--- config.mk ---
export PLATFORM = sky130hd
export DESIGN_NAME = doodle_game_ctrl
export DESIGN_NICKNAME = d
export VERILOG_FILES = /design/src/rtl/doodle_game_ctrl.sv
export SDC_FILE = /design/constraint.sdc
export NUM_CORES = 1
export LEC_CHECK = 0
export ABC_AREA = 1
export CAP_MARGIN = 20
export CORE_MARGIN = 2
export CORE_UTILIZATION = 40
export CTS_BUF_LIST = sky130_fd_sc_hd__clkbuf_4
export DETAILED_ROUTE_END_ITERATION = 8
export PLACE_DENSITY_LB_ADDON = 0.3
export SLEW_MARGIN = 20
export SYNTH_ARGS = -nofsm -noshare
export SYNTH_HDL_FRONTEND = slang
export SYNTH_SLANG_ARGS = --single-unit
--- constraint.sdc ---
create_clock -name Clk -period 4.9 [get_ports Clk]
set_input_delay 0.735 -clock Clk [delete_from_list [all_inputs] [get_ports Clk]]
set_output_delay 0.735 -clock Clk [all_outputs]
set_load 0.03 [all_outputs]
--- src/rtl/doodle_game_ctrl.sv ---
// Doodle-jump game controller: frame-paced FSM driving ball physics, world scroll and scoring.
// Latency: state acts on the third Clk edge after a frame_clk rise; scroll_en follows ball_update by one cycle.
// No backpressure: ball_update/scroll_en are single-cycle fire-and-forget pulses.
module doodle_game_ctrl #(
  parameter logic [9:0] SCROLL_LINE = 10'd160,
  parameter logic [9:0] SCROLL_MAX  = 10'd8,
  parameter logic [7:0] START_KEY   = 8'h2C
) (
  input  logic        Clk,
  input  logic        Reset_n,
  input  logic        frame_clk,
  input  logic [7:0]  keycode,
  input  logic [9:0]  BallY,
  output logic        ball_update,
  output logic        scroll_en,
  output logic [9:0]  scroll_amt,
  output logic [15:0] score,
  output logic [15:0] hi_score,
  output logic [1:0]  state,
  output logic        game_over
);

  typedef enum logic [1:0] {
    IDLE   = 2'd0,
    PLAY   = 2'd1,
    SCROLL = 2'd2,
    OVER   = 2'd3
  } state_t;

  state_t cur_state;
  state_t nxt_state;

  // frame_clk synchroniser, edge detector and post-reset arming
  logic sync1;
  logic sync2;
  logic sync3;
  logic settle;
  logic armed;
  logic frame_tick;

  // Combinational decode of the current frame sample
  logic        fall_off;
  logic        above_line;
  logic [9:0]  gap;
  logic        ball_nxt;
  logic [9:0]  amt_nxt;
  logic [16:0] score_sum;
  logic [15:0] score_sat;

  assign state      = cur_state;
  assign fall_off   = (BallY >= 10'd480);
  assign above_line = (BallY < SCROLL_LINE);
  assign gap        = SCROLL_LINE - BallY;

  // A rise seen on frame_clk only counts once the line has been observed low after reset,
  // so a frame_clk already high at deassertion cannot fake a tick.
  assign frame_tick = armed & sync2 & ~sync3;

  // Two-flop synchroniser plus history flop; armed once a post-reset low level is sampled
  always_ff @(posedge Clk or negedge Reset_n) begin
    if (!Reset_n) begin
      sync1  <= 1'b0;
      sync2  <= 1'b0;
      sync3  <= 1'b0;
      settle <= 1'b0;
      armed  <= 1'b0;
    end else begin
      sync1  <= frame_clk;
      sync2  <= sync1;
      sync3  <= sync2;
      settle <= 1'b1;
      if (settle && !sync1) begin
        armed <= 1'b1;
      end
    end
  end

  // FSM state register
  always_ff @(posedge Clk or negedge Reset_n) begin
    if (!Reset_n) begin
      cur_state <= IDLE;
    end else begin
      cur_state <= nxt_state;
    end
  end

  // FSM next-state logic; inputs are only looked at on the frame_tick cycle
  always_comb begin
    nxt_state = cur_state;
    case (cur_state)
      IDLE: begin
        if (frame_tick && (keycode == START_KEY)) begin
          nxt_state = PLAY;
        end
      end
      PLAY: begin
        if (frame_tick) begin
          if (fall_off) begin
            nxt_state = OVER;
          end else if (above_line) begin
            nxt_state = SCROLL;
          end else begin
            nxt_state = PLAY;
          end
        end
      end
      SCROLL: begin
        nxt_state = PLAY;
      end
      OVER: begin
        // Requiring key release stops a held start key from skipping the game-over screen
        if (frame_tick && (keycode == 8'h00)) begin
          nxt_state = IDLE;
        end
      end
      default: begin
        nxt_state = IDLE;
      end
    endcase
  end

  // FSM output decode: next values for the registered pulses and datapath
  always_comb begin
    game_over = (cur_state == OVER);
    ball_nxt  = frame_tick && (cur_state == PLAY) && !fall_off;
    amt_nxt   = (gap > SCROLL_MAX) ? SCROLL_MAX : gap;
    score_sum = {1'b0, score} + {7'd0, scroll_amt};
    score_sat = score_sum[16] ? 16'hFFFF : score_sum[15:0];
  end

  // Registered pulses, scroll distance, score and high score
  always_ff @(posedge Clk or negedge Reset_n) begin
    if (!Reset_n) begin
      ball_update <= 1'b0;
      scroll_en   <= 1'b0;
      scroll_amt  <= 10'd0;
      score       <= 16'd0;
      hi_score    <= 16'd0;
    end else begin
      ball_update <= ball_nxt;
      // scroll_en lands in the cycle after SCROLL, never overlapping ball_update
      scroll_en   <= (cur_state == SCROLL);
      if ((cur_state == PLAY) && (nxt_state == SCROLL)) begin
        scroll_amt <= amt_nxt;
      end
      if ((cur_state == IDLE) && (nxt_state == PLAY)) begin
        score <= 16'd0;
      end else if (cur_state == SCROLL) begin
        score <= score_sat;
      end
      if ((cur_state == PLAY) && (nxt_state == OVER) && (score > hi_score)) begin
        hi_score <= score;
      end
    end
  end

endmodule

==> results_dict.tcl <==
set metrics [dict create \
    grt_util_all_layers_pct 18.07 \
    coreArea_um2 8678 \
    worstSetupPathType "register to output port" \
    ys_warn_count 0 \
    dpl-instance-area_um2 4288 \
    hpwl_um 6432 \
    viasPerCell 4.911 \
    cp.required_ps 4160 \
    synth_async_sr_flop_share_pct 100.0 \
    gp_congestion 0.8928 \
    clkSinkCount 51 \
    die_h_um 98.17 \
    port_buffers 67 \
    powerDensity_nw_per_um2 747.3 \
    initial_core_util_pct 40.87 \
    fin_area_um2 4348 \
    syn_area_per_cell_um2 7.499 \
    cts_buffer_depth 2 \
    crit_fanout 6 \
    final.setup.worst_slack_ps 2318 \
    totalWireLength_um 8425 \
    first_pass_iters 4 \
    slew_headroom_pct 57.10 \
    die-width_um 98.17 \
    detail-route-antenna-nets 0 \
    hp-class "primary input to asynchronous set/reset pin" \
    overflow 0 \
    total_power_mw 3.249 \
    drive_above_1_share_pct 11.28 \
    cp_data_arrival_time_ps 1850 \
    cts-root-buf "clkbuf_4" \
    drt_iter0_drc 108 \
    cts_tree "yes" \
    synth_commonest_cells "156 x nand2_1, 70 x inv_1, 51 x dfrtp_1" \
    synth_area_leaders "dfrtp_1 36%, nand2_1 17%, ha_1 9.5%" \
    setup_tns_ps 0 \
    synth_top_cell_by_area "dfrtp_1" \
    drc 0 \
    grt_pass1_vias 3117 \
    synth.distinct_cells 38 \
    post-route-period-util_pct 52.69 \
    whs_ps 347.4 \
    clk_pin_slew_ps 160 \
    htree_num_levels 2 \
    post-cts-setup-buffer-count 0 \
    n_antenna_cell 0 \
    synth_ff_type "dfrtp_1" \
    hold_viol_final 0 \
    ios 68 \
    rsz0062_at_grt "no" \
    yosysMostFrequentCell "nand2_1" \
    vias 3187 \
    clk_latency_ps 390 \
    place_ws_ps 2338 \
    setup_viol 0 \
    status "complete, no violations" \
    numCtsBuffers 5 \
    ir_drop_uv 239.0 \
    tightest_slew_ps 643.5 \
    cts_resized 0 \
    synth-seq-cells 51 \
    syn_inst 473 \
    placedCellCount 641 \
    fmax_mhz 387.3 \
    cts_hold_buf 0 \
    fin_crit_ps 2582 \
    finClkSkew_ps 14.32 \
    wl_per_cell_um 12.98 \
    synthToLayoutAreaGrowth_pct 22.57 \
    synth-edff-count 0 \
    grt_pass1_wl_um 14430 \
    end_kind "output port" \
    p_leak_nw 2.283 \
    synth.top_cell.area_share_pct 35.98 \
    synth_fp_nets 522 \
    layout.cells.non_filler 649 \
    antenna_found_initial 0 \
    slew_violations 0 \
    start_kind "register" \
    die_area_um2 9637 \
    grt_max_degree 52 \
    yosysSeqAreaShare_pct 35.98 \
    synth_area_um2 3547 \
    cap_violations 0 \
    fin_util_pct 50.10 \
    fin_nets 589 \
    num_rows 34 \
]
-- critical path, cell delays in order (launching register included) --
cell and delay (ps):
dfrtp_1 570, nand2_1 130, inv_2 90, clkdlybuf4s50_1 670
-- area by class of cell --
class	count	area, µm²
well taps	108	135.1
repair buffers	67	668.1
fillers	890	4330
multi-input cells	338	1922
flip-flops and latches	51	1276
inverters	77	289.0
clock inverters	2	12.51
clock buffers	6	45.04
-- sequential cells by signal, summed over array words and instances (netlist names) --
name / flops
armed: 1
ball_update: 1
hi_score: 16
score: 16
scroll_amt: 10
scroll_en: 1
settle: 1
state: 2
sync1: 1
sync2: 1
sync3: 1
-- layer usage --
metal  track usage [%]  wire length, µm
met1             23.79             3914
met2             30.56             3998
met3             3.436              413
met4             4.953               98
met5                 0                0
-- logic make-up after synthesis --
family | synth area share, %
AOI/OAI and AO/OA | 5.291
xor gates and xnor gates | 1.975
adders and majority gates | 10.09
buffers and inverters | 9.841
DFF | 35.98
other | 0.1057
and+or+nand+nor | 36.72
-- placed cells by master, fill, tap and decap left out, types with 2 or more instances in the layout --
master           count
nor3_2               3
nor2_4               3
dfrtp_1             51
xnor2_1              5
a21oi_1             12
nand2_4              2
o21ai_0              6
nor2_1              27
nor3_1               2
o21bai_1             3
inv_2                5
o21ai_2              4
nand2_2             24
clkdlybuf4s50_1     66
nand4_1             22
nand3_1             20
clkinv_1             2
nand3_2              3
clkbuf_4             6
ha_1                27
nand3_4              2
xor2_1               3
inv_1               70
a21o_1               2
nor2_2               2
nand3b_1             2
nand2_1            156
-- where the power goes --
part           total, mW  internal [mW]  switching [mW]
Combinational       2.20          0.863            1.34
Clock              0.202         0.0612           0.141
Sequential         0.845          0.591           0.254
Total               3.25           1.51            1.73
-- worst paths after layout --
kind	end	slack, ps	startpoint	cells past startpoint
max	game_over	2320	state[1]	3
min	scroll_amt[5]	350	Reset_n	1
max reg2reg	score[14]	2630	score[0]	10
min reg2reg	sync2	400	sync1	0
max in group asynchronous	score[12]	4120	Reset_n	1
min in group Clk	sync2	400	sync1	0
Power figures use the tool's default switching activity.
==> RTL change 1: new RTL, config.mk and constraints unchanged <==
The output `ball_update` loses its register stage (`ball_update` becomes a continuous assignment). Comments in the files are not updated.
--- a/src/rtl/doodle_game_ctrl.sv
+++ b/src/rtl/doodle_game_ctrl.sv
@@ -131,13 +131,11 @@
   // Registered pulses, scroll distance, score and high score
   always_ff @(posedge Clk or negedge Reset_n) begin
     if (!Reset_n) begin
-      ball_update <= 1'b0;
       scroll_en   <= 1'b0;
       scroll_amt  <= 10'd0;
       score       <= 16'd0;
       hi_score    <= 16'd0;
     end else begin
-      ball_update <= ball_nxt;
       // scroll_en lands in the cycle after SCROLL, never overlapping ball_update
       scroll_en   <= (cur_state == SCROLL);
       if ((cur_state == PLAY) && (nxt_state == SCROLL)) begin
@@ -154,5 +152,7 @@
     end
   end
 
+  assign ball_update = ball_nxt;
+
 endmodule
 
Formal check against the unedited RTL: not equivalent (a bounded check fails within 10 cycles, from zero or initial values and one cycle with Reset_n low).
==> RTL change 1 against the unedited design <==
  * Via count down 2.4%
  * Synthesized cell count decreased by 0.21%
  * Total power rose by 1.0%
  * Sequential cell count is 1 lower
  * Setup slack worse by 0.33 ns
  * Sequential power is 2.7% lower
  * Routed wire length down 2.6%
  * Synthesized area down 0.71%
  * Final area stayed put
  * Final cell count decreased by 0.15%
  * Die area fell by 0.68%
  * Critical path type is now primary input to output pin
==> RTL change 1: results (changes against the unedited design) <==
status complete, no violations; Seq/Total Area, Yosys 35.5% (-0.45 points); Clock Root Buffer clkbuf_4; Synthesized Nets 521 (-0.19%); Final Wtd Congestion 0.863 (-3.3%); Hold WC Path Type primary input to async pin; Clock Pin Slew Worst Setup and Hold Paths 0.16 ns (about the same); All-Layer GR Usage 18.2% (+0.18 points); Detailed Route WL 8.21 mm (-2.6%); NumNets Final 588 (-0.17%); slowest stage cell, crit path clkdlybuf4s50_1; Clock H-tree levels 2 (unchanged); DP Wirelength 6.20 mm (-3.6%); Relative slew margins 57.5% (+0.40 points); first-pass GRT wire length 14.4 mm (-0.19%); pins over their slew limit 0 (unchanged); initial DRC count 137 (+27%); Worst path max stage delay 0.59 ns (-0.08 ns); Ys Warns 0 (unchanged); post-synthesis compound-gate area fraction 5.33% (+0.038 points); Worst VDD drop 235 uV (-1.7%); antenna fix cells 0 (unchanged); setup bufs post-CTS 0 (unchanged); crit-path leading delay family buffers and inverters; crit-path max FO 4 (-2); vias per cell 4.80 (-2.2%); ys flop type dfrtp_1; Largest regs hi_score: 16 flops, score: 16 flops, scroll_amt: 10 flops; Clock Skew 0.0168 ns (+0.00250 ns); port bufs 67 (unchanged); Skew-Pair Late Insertion Delay 0.37 ns (-0.02 ns); post-cts sizing count 0 (unchanged); mux contribution to synthesized area 0% (unchanged); CTS Buffer Depth 2 (unchanged); asr flop ratio synth 100% (unchanged); CTS Buf Count 5 (unchanged); initial antenna violation count 0 (unchanged); share of layout cells above drive strength 1 11.3% (+0.021 points); total leakage power 0.00228 uW (-0.16%); pin count of the biggest net entering global routing 51 (-1.9%); Area contributors post-synth dfrtp_1, nand2_1, ha_1; vias in the first global route 3,021 (-3.1%); post-placement cell count 640 (-0.16%); drt first pass iters 4 (unchanged); synth cell count leaders nand2_1, inv_1, dfrtp_1; XOR/XNOR Fraction of Synth Area 1.99% (+0.014 points); Arrival @ worst endpoint 2.18 ns (+0.33 ns); fraction of the mapped netlist area in adder cells 10.2% (+0.072 points); DP Area 4260 sq um (-0.58%); via count 3,112 (-2.4%); post-synth cell types 38 (unchanged); Avg Inst Size Synth 7.46 sq um (-0.50%)
==> RTL change 1: cell count changes after synthesis <==
cell / change
dfrtp_1: -1
==> RTL change 1: kinds of logic (layout without fill, tap and decap cells) <==
logic type	Yosys count	count (layout)
other	1	1
AND/OR/NAND/NOR	272	272
flip-flops	50	50
buffers and inverters	84	152
AO/OA/AOI/OAI	29	29
adder cells (fa/ha/maj)	28	28
XOR/XNOR	8	8
==> RTL change 1: worst paths after layout <==
kind / start / endpoint / slack (ns) / depth (start not counted)
worst max-delay path: BallY[7] / ball_update / 1.99 / 4
worst min-delay path: Reset_n / score[8]$_DFFE_PN0P_ / 0.36 / 1
worst max register to register: scroll_amt[0]$_DFFE_PN0P_ / score[0]$_DFFE_PN0P_ / 2.64 / 10
worst min register to register: sync1$_DFF_PN0_ / sync2$_DFF_PN0_ / 0.40 / 0
max in group asynchronous: Reset_n / score[0]$_DFFE_PN0P_ / 4.10 / 1
min in group Clk: sync1$_DFF_PN0_ / sync2$_DFF_PN0_ / 0.40 / 0
==> RTL change 1: layout make-up <==
class / count / area [sq um]
clock buffer: 6 / 45.0
clock inverter: 2 / 37.5
fill: 886 / 4290
inverter: 77 / 289
multi-input combinational: 338 / 1920
sequential: 50 / 1250
tap: 108 / 135
timing repair buffer: 67 / 668
==> RTL change 1: power by group <==
group	switching (uW)	total, uW	internal [uW]
logic	1350	2210	864
registers	239	822	582
clock network	137	250	113
==> RTL change 1: routing by layer <==
layer	up-vias	GRT usage [%]	share of wire (%)
met4	0	4.91	1.3
met5	-	0	0
li1	1614	-	-
met1	1415	24.2	47
met3	6	4.44	5.8
met2	77	29.9	46
==> RTL change 1: through the flow <==
step	setup slack [ns]	total power (uW)	util, %
2_1_floorplan	2.82	2400	-
3_3_place_gp	2.02	2990	49.4
3_5_place_dp	1.99	3050	49.4
4_1_cts	1.99	3310	50.3
5_1_grt	1.90	3620	50.3
6_report	1.99	3280	50.3
==> RTL change 2: new RTL, same settings <==
Made on the original files. The parameter `SCROLL_LINE` goes from 10'd160 to 10'd120.
--- a/src/rtl/doodle_game_ctrl.sv
+++ b/src/rtl/doodle_game_ctrl.sv
@@ -2,7 +2,7 @@
 // Latency: state acts on the third Clk edge after a frame_clk rise; scroll_en follows ball_update by one cycle.
 // No backpressure: ball_update/scroll_en are single-cycle fire-and-forget pulses.
 module doodle_game_ctrl #(
-  parameter logic [9:0] SCROLL_LINE = 10'd160,
+  parameter logic [9:0] SCROLL_LINE = 10'd120,
   parameter logic [9:0] SCROLL_MAX  = 10'd8,
   parameter logic [7:0] START_KEY   = 8'h2C
 ) (
Formal check against the unedited RTL: not equivalent (a bounded check fails within 10 cycles, from zero or initial values and one cycle with Reset_n low).
==> RTL change 2 against the unedited design <==
  * Final area is 0.98% higher
  * First-iteration DRC count up 34%
  * Non-clock buffer count rose by 1
  * Setup slack gained 0.050 ns
  * Synthesized area rose by 0.25%
  * Sequential share of layout area decreased by 0.28 points
  * Sequential cell count unchanged
  * Routed wire length up 3.0%
  * Critical endpoint is now score[14]$_DFFE_PN0P_
  * Highest routed layer unchanged
Power is not compared: it rests on default switching activity, and its combinational part moved more than twofold at a synthesized area within 25%.
==> RTL change 2: results (changes against the unedited design) <==
status complete, no violations; Tightest Pin Transition 0.771 ns (+0.127 ns); XOR/XNOR Fraction of Synth Area 1.72% (-0.25 points); first-pass GRT wire length 15.0 mm (+3.8%); post-synthesis compound-gate area fraction 5.28% (-0.013 points); Fill cells 878 (-1.3%); Synthesized Nets 554 (+6.1%); DP Area 4310 sq um (+0.61%); met3 usage 3.36% (-0.072 points); Avg Inst Size Synth 7.06 sq um (-5.9%); All-Layer GR Usage 18.7% (+0.66 points); vias in the first global route 3,266 (+4.8%); WL met2 4.16 mm (+4.0%); Seq/Total Area, Yosys 35.9% (-0.089 points); Final Wtd Congestion 0.923 (+3.4%); synth cell count leaders nand2_1, inv_1, dfrtp_1; Hold WC Path Type flip-flop to flip-flop; vias per cell 4.88 (-0.58%); share of layout cells above drive strength 1 4.72% (-6.6 points); critical path endpoint category flip-flop; met1 capacity usage during global routing 24.6% (+0.79 points); WL/cell 12.8 microns (-1.7%); M1 WL 4.01 mm (+2.4%); Met3 Wirelength 445 microns (+7.7%); fraction of the mapped netlist area in adder cells 10.4% (+0.33 points); worst slack, placed 2.17 ns (-0.170 ns); post-placement cell count 672 (+4.8%); Post-Layout Cell Count 680 (+4.8%); DP Wirelength 6.61 mm (+2.8%); Clock Skew 0.0207 ns (+0.00634 ns); initial DRC count 145 (+34%); met2 Use GR 32.2% (+1.6 points); NumNets Final 621 (+5.4%); crit-path max FO 15 (+9)
## RTL change 2: cell types whose count changed in the layout (fill, tap and decap cells not counted), moves of 2 or more
cell / change
nor3_1: +2
o21ai_2: -4
o21ai_1: +3
nand2_2: -22
nor3_2: -3
nand3_2: -2
inv_1: +7
nor2_1: -5
nand2_4: -2
nand2_1: +50
a21oi_1: +3
o21ai_0: -2
nand3_1: +3
## RTL change 2: worst max-delay path, stage by stage, from the launching register on
cell and delay (ns):
dfrtp_1 0.48, ha_1 0.24, fa_1 0.39, nand2_1 0.11, nand2_1 0.09, nand3_1 0.09, nand2_1 0.11, a21oi_2 0.59
nand3_1 0.18, nand2_1 0.10, nand2_1 0.05
## RTL change 2: power by group
part           switching, uW  total [uW]  internal (uW)
clock network            142         247            105
registers                102         601            498
logic                    484         811            326
total                    729        1660            930
## RTL change 2: layout make-up
cell class / count / area [sq um] / share of cell area [%]
repair buffers: 68 / 673 / 15.3
inverters: 82 / 308 / 7.01
multi-input cells: 363 / 1920 / 43.8
clock inverters: 3 / 38.8 / 0.883
well taps: 108 / 135 / 3.08
clock buffers: 5 / 37.5 / 0.855
flip-flops and latches: 51 / 1280 / 29.1
## RTL change 2: worst paths after layout
kind	start	endpoint	slack, ns	cells past startpoint
worst min register to register	sync2$_DFF_PN0_	sync3$_DFF_PN0_	0.40	0
worst max register to register	score[0]$_DFFE_PN0P_	score[14]$_DFFE_PN0P_	2.37	10
worst min-delay path	sync2$_DFF_PN0_	sync3$_DFF_PN0_	0.40	0
worst max-delay path	score[0]$_DFFE_PN0P_	score[14]$_DFFE_PN0P_	2.37	10
max in group asynchronous	Reset_n	scroll_amt[9]$_DFFE_PN0P_	3.99	2
min in group asynchronous	Reset_n	scroll_en$_DFF_PN0_	0.43	2
